### src/rtl/pwm_channel_monitor.sv
// pwm_channel_monitor
// Conditions one RC PWM decoder channel: rejects flagged or out-of-range
// pulses, median-of-3 filters accepted pulses, and tracks lock/failsafe.
module pwm_channel_monitor #(
  parameter int          clockFreq      = 50000000,
  parameter logic [15:0] PULSE_MIN      = 16'd900,
  parameter logic [15:0] PULSE_MAX      = 16'd2100,
  parameter int          LOCK_COUNT     = 3,
  parameter int          FAILSAFE_MS    = 100,
  parameter logic [15:0] FAILSAFE_VALUE = 16'd1000
) (
  input  logic        i_clk,
  input  logic        i_reset,
  input  logic        i_pwm_ready,
  input  logic [15:0] i_pwm_value,
  output logic [15:0] o_value,
  output logic        o_valid,
  output logic        o_failsafe,
  output logic        o_update,
  output logic [7:0]  o_error_count
);

  localparam int          TICK_DIV   = (clockFreq / 1000 > 1) ? clockFreq / 1000 : 1;
  localparam int          PW         = (TICK_DIV > 1) ? $clog2(TICK_DIV) : 1;
  localparam logic [PW-1:0] TICK_LAST = PW'(TICK_DIV - 1);
  localparam logic [3:0]  LOCK_N     = 4'(LOCK_COUNT);
  localparam logic [15:0] TIMEOUT_MS = 16'(FAILSAFE_MS);

  typedef enum logic [1:0] {NO_SIGNAL, ACQUIRING, LOCKED} state_t;

  state_t        state, state_next;
  logic          ready_prev;
  logic [PW-1:0] presc;
  logic          tick;
  logic [15:0]   ms_cnt;
  logic [3:0]    good_cnt, good_next;
  logic [3:0]    bad_cnt, bad_next;
  logic [15:0]   value_next;
  logic          update_next;
  logic          clear_hist;
  logic          strobe, in_range, pulse_ok, pulse_bad, timeout;
  logic [15:0]   median;

  // History of accepted pulses, newest first. The third-oldest entry that
  // the shift would produce is never read by the median, so it is not kept.
  logic [15:0]   h0, h1;

  function automatic logic [15:0] median3(input logic [15:0] a,
                                          input logic [15:0] b,
                                          input logic [15:0] c);
    if ((b <= a && a <= c) || (c <= a && a <= b))
      return a;
    else if ((a <= b && b <= c) || (c <= b && b <= a))
      return b;
    else
      return c;
  endfunction

  assign strobe    = i_pwm_ready & ~ready_prev;
  assign in_range  = ~i_pwm_value[15] && (i_pwm_value >= PULSE_MIN) &&
                     (i_pwm_value <= PULSE_MAX);
  assign pulse_ok  = strobe & in_range;
  assign pulse_bad = strobe & ~in_range;
  assign median    = median3(i_pwm_value, h0, h1);
  assign tick      = (presc == TICK_LAST);
  // A valid pulse in the expiry cycle keeps the channel alive.
  assign timeout   = (state != NO_SIGNAL) && (ms_cnt >= TIMEOUT_MS) && !pulse_ok;

  assign o_valid    = (state == LOCKED);
  assign o_failsafe = (state == NO_SIGNAL);

  // Strobe edge detector, 1 ms prescaler and saturating ms-since-valid counter
  always_ff @(posedge i_clk) begin
    if (i_reset) begin
      ready_prev <= 1'b0;
      presc      <= '0;
      ms_cnt     <= '0;
    end else begin
      ready_prev <= i_pwm_ready;
      presc      <= tick ? '0 : presc + 1'b1;
      if (pulse_ok)
        ms_cnt <= '0;
      else if (tick && ms_cnt != 16'hFFFF)
        ms_cnt <= ms_cnt + 16'd1;
    end
  end

  // Next-state, lock counters and output value selection
  always_comb begin
    state_next  = state;
    good_next   = good_cnt;
    bad_next    = bad_cnt;
    value_next  = o_value;
    update_next = 1'b0;
    clear_hist  = 1'b0;
    if (timeout) begin
      state_next = NO_SIGNAL;
      good_next  = '0;
      bad_next   = '0;
      value_next = FAILSAFE_VALUE;
      clear_hist = 1'b1;
    end else begin
      case (state)
        NO_SIGNAL: begin
          if (pulse_ok) begin
            state_next = ACQUIRING;
            good_next  = 4'd1;
          end
        end
        ACQUIRING: begin
          if (pulse_ok) begin
            good_next = good_cnt + 4'd1;
            if (good_cnt + 4'd1 == LOCK_N) begin
              state_next  = LOCKED;
              bad_next    = '0;
              value_next  = median;
              update_next = 1'b1;
            end
          end else if (pulse_bad) begin
            good_next = '0;
          end
        end
        LOCKED: begin
          if (pulse_ok) begin
            bad_next    = '0;
            value_next  = median;
            update_next = 1'b1;
          end else if (pulse_bad) begin
            bad_next = bad_cnt + 4'd1;
            if (bad_cnt + 4'd1 == LOCK_N) begin
              state_next = ACQUIRING;
              good_next  = '0;
              bad_next   = '0;
              value_next = FAILSAFE_VALUE;
            end
          end
        end
        default: begin
          state_next = NO_SIGNAL;
          value_next = FAILSAFE_VALUE;
        end
      endcase
    end
  end

  // State register, lock counters and registered outputs
  always_ff @(posedge i_clk) begin
    if (i_reset) begin
      state    <= NO_SIGNAL;
      good_cnt <= '0;
      bad_cnt  <= '0;
      o_value  <= FAILSAFE_VALUE;
      o_update <= 1'b0;
    end else begin
      state    <= state_next;
      good_cnt <= good_next;
      bad_cnt  <= bad_next;
      o_value  <= value_next;
      o_update <= update_next;
    end
  end

  // Pulse history: shift on valid pulses, refill with failsafe on signal loss
  always_ff @(posedge i_clk) begin
    if (i_reset || clear_hist) begin
      h0 <= FAILSAFE_VALUE;
      h1 <= FAILSAFE_VALUE;
    end else if (pulse_ok) begin
      h1 <= h0;
      h0 <= i_pwm_value;
    end
  end

  // Rejected-pulse counter, saturating, counts in every state
  always_ff @(posedge i_clk) begin
    if (i_reset)
      o_error_count <= '0;
    else if (pulse_bad && o_error_count != 8'hFF)
      o_error_count <= o_error_count + 8'd1;
  end

endmodule

### config.mk
export PLATFORM = sky130hd
export DESIGN_NAME = pwm_channel_monitor
export DESIGN_NICKNAME = d
export VERILOG_FILES = /design/src/rtl/pwm_channel_monitor.sv
export SDC_FILE = /design/constraint.sdc
export NUM_CORES = 1
export LEC_CHECK = 0
export BUFFER_PORTS_ARGS = -buffer_cell sky130_fd_sc_hd__buf_2
export CAP_MARGIN = 15
export CORE_MARGIN = 4
export CORE_UTILIZATION = 40
export CTS_CLUSTER_SIZE = 30
export DETAILED_ROUTE_END_ITERATION = 6
export PLACE_DENSITY = 0.66
export SYNTH_ARGS = -nofsm -noshare
export SYNTH_HDL_FRONTEND = slang
export SYNTH_SLANG_ARGS = --single-unit
### constraint.sdc
create_clock -name i_clk -period 3.75 [get_ports i_clk]
set_clock_uncertainty 0.1 [all_clocks]
set_input_delay 0.5625 -clock i_clk [delete_from_list [all_inputs] [get_ports i_clk]]
set_output_delay 0.5625 -clock i_clk [all_outputs]
set_load 0.01 [all_outputs]
==> results.yml <==
critical_path:
  crit_required_ns: 3.94
  crit_family: "simple AND/OR/NAND/NOR gates"
  criticalPathCategory: "reg2reg"
  path_max_fanout: 16
  r2r_start: "h0[11]"
  critPathBufInv: 1
  critPathArrivalTime_ns: 3.31
  critPathLaunchType: "register"
  end_kind: "register"
  cp_cell_sequence: "inv_1, ha_1, nand4_1, nor4_1, a21bo_2, o211ai_1, xor2_1, and2_1, a21oi_1, o21ai_0"
  crit_start: "h0[11]"
  cpPeakStageDelay_ns: 0.60
  cp_slowest_cell: "and2_1"
status:
  status: "completed"
timing:
  finalHoldViolCount: 0
  finalMaxSlewViolations: 0
  fin_ws_ns: 0.629
  rsz0062_at_grt: "false"
  finalCritPeriodShare_pct: 83.2
  worstMarginPinSlew_ns: 0.802
  setup_viol: 0
  finalCriticalPeriod_ns: 3.12
  max_slew_margin_pct: 46.5
  finalSetupTns_ns: 0
  hold_slack_ns: 0.339
  fmax_mhz: 320
route:
  drc: 0
  vias: 5172
  postRouteAntennaNets: 0
  routed_via_density: 5.47
  wirelength_um: 14000
  drtIter0Drc: 310
  wl_per_cell_um: 14.9
  drt_pass1_iterations: 4
clocking:
  clk_latency_ns: 0.36
  ctsHtreeMaxLevel: 3
  postCtsHoldBufs: 0
  postCtsSetupBuffers: 0
  cts_tree: "yes"
  cts_buffers: 9
  cts.root.buffer_cell: "clkbuf_16"
  cts_resized: 0
  clockBufferDepth: 2
  clk_pin_slew_ns: 0.07
  cts.sinks: 100
global_routing:
  grt-ovfl-total: 0
  grt_pass1_wl_um: 23700
  grt_util_met1_pct: 23.8
  use_met2_pct: 27.7
  gr-usage-all-layers_pct: 17.7
  gr-usage-met3_pct: 5.60
  grt_pass1_vias: 4827
  busiest_layer: "met2"
  grt_max_degree: 43
  grt_antenna_before_repair: 1
placement:
  dp_cells: 929
  dpl.hpwl_um: 10500
  port_buffers: 45
  dp_slack_ns: 0.392
  gp_congestion: 0.925
  post_dp_cell_area_um2: 6210
layout:
  fin_area_um2: 6530
  fin_nets: 839
  syn2layout_area_growth_pct: 12.7
  drive_gt1_share_pct: 11.2
  final_cells: 945
  diodes: 0
  final_util_pct: 46.5
power:
  power_frac_seq_pct: 46.9
  ir_drop_mv: 0.257
  internal_power_mw: 1.68
  total_power_mw: 2.30
  clkPwrFrac_pct: 43.0
  leakage_nw: 2.73
  pwr_density_cell_nw_per_um2: 353
  p_sw_uw: 618
  comb_power_share_pct: 10.1
  switching_share_pct: 26.8
die:
  die_area_um2: 16500
  row_count: 43
  fp.dieW_um: 128
  core_um2: 14000
  start_util_pct: 41.3
  dieHeight_um: 128
  io-pin-count: 46
job:
  drv_cap: 0
synthesis:
  yosys_warnings: 0
  postSynthRegisterBits: 100
  synth-edff-count: 0
  avgSynthCellArea_um2: 8.03
  postSynthCellCount: 721
  yosysSeqAreaShare_pct: 34.6
  async_reset_ff_share_pct: 0
  syn_nets: 800
  synth_flop_cell: "dfxtp_1"
  netlist_area_um2: 5790
  synth_cell_types: 56
min_path:
  hold_class: "in2reg"
  hold_start: "i_pwm_ready"
cell type report:
class / count / area (µm²)
timing repair buffer: 56 / 308
fill: 1398 / 7510
sequential: 100 / 2000
clock inverter: 7 / 87.6
tap: 180 / 225
multi-input combinational: 544 / 3500
inverter: 49 / 184
clock buffer: 9 / 225
Yosys cell counts, drive strengths merged (2+ instances only):
cell     number  area, µm²
o21ai        31        155
xnor2        17        149
or2           3       18.8
ha           60        751
nor4          9       56.3
a22o          5       43.8
nor3         18       95.1
clkbuf       22       83.8
nor2         57        214
a211o         6       52.6
mux2i         3       30.0
dfxtp       100       2000
nand2b        3       18.8
and2          3       18.8
a31o          2       17.5
o2111ai       3       32.5
a21o          5       37.5
nand3        26        130
nor2b         7       43.8
inv          49        184
o211ai       21        158
a211oi        8       60.1
xor2         15        131
o31ai         3       27.5
and3b         2       17.5
or3          10       62.6
nand2        89        334
or4           3       22.5
buf           6       27.5
a221oi        2       17.5
a21oi        86        430
and4          4       35.0
and3          8       55.1
nand4        14       87.6
o22ai         7       43.8
a21boi        2       15.0
power by group through the flow:
stage	logic, mW	clock network (mW)	registers [mW]
2_1_floorplan	0.155	0	1.10
3_3_place_gp	0.228	0	1.10
3_5_place_dp	0.230	0	1.10
4_1_cts	0.231	1.02	1.08
5_1_grt	0.258	1.06	1.08
6_report	0.233	0.991	1.08
layer usage:
metal	wire length, µm	vias up
met4	234	2
met5	13	-
met3	867	23
li1	-	2643
met1	6580	2401
met2	6350	103
sequential cells by signal, summed over array words and instances (netlist names), 2 cells and up:
| register | cells |
|---|---|
| bad_cnt | 4 |
| good_cnt | 4 |
| h0 | 16 |
| h1 | 16 |
| ms_cnt | 16 |
| o_error_count | 8 |
| o_value | 16 |
| presc | 16 |
| state | 2 |
logic make-up (layout without fill, tap and decap cells):
family / count (synthesis) / in the layout / share of synthesized area [%]
multiplexers: 3 / 3 / 0.518
AND/OR/NAND/NOR: 262 / 262 / 22.1
buffers and inverters: 77 / 121 / 5.10
AO/OA/AOI/OAI: 187 / 187 / 19.9
flip-flops: 100 / 100 / 34.6
adder cells (fa/ha/maj): 60 / 60 / 13.0
XOR/XNOR: 32 / 32 / 4.84
path summary, 6_finish.rpt:
path	endpoint	slack (ns)	cells after the start
max	o_value[9]	0.63	10
min	ready_prev	0.34	2
max reg2reg	o_value[9]	0.63	10
min reg2reg	presc[0]	0.34	1
layout by cell type (no fill, tap or decap), types with 10 or more instances in the layout:
| cell | n |
|---|---|
| nand4_1 | 14 |
| o211ai_1 | 21 |
| ha_1 | 60 |
| buf_4 | 11 |
| buf_2 | 45 |
| dfxtp_1 | 100 |
| inv_1 | 49 |
| o21ai_0 | 31 |
| nand2_1 | 89 |
| xnor2_1 | 17 |
| or3_1 | 10 |
| nand3_1 | 26 |
| xor2_1 | 15 |
| nor2_1 | 57 |
| nor3_1 | 17 |
| a21oi_1 | 86 |
(Power assumes the default switching activity.)
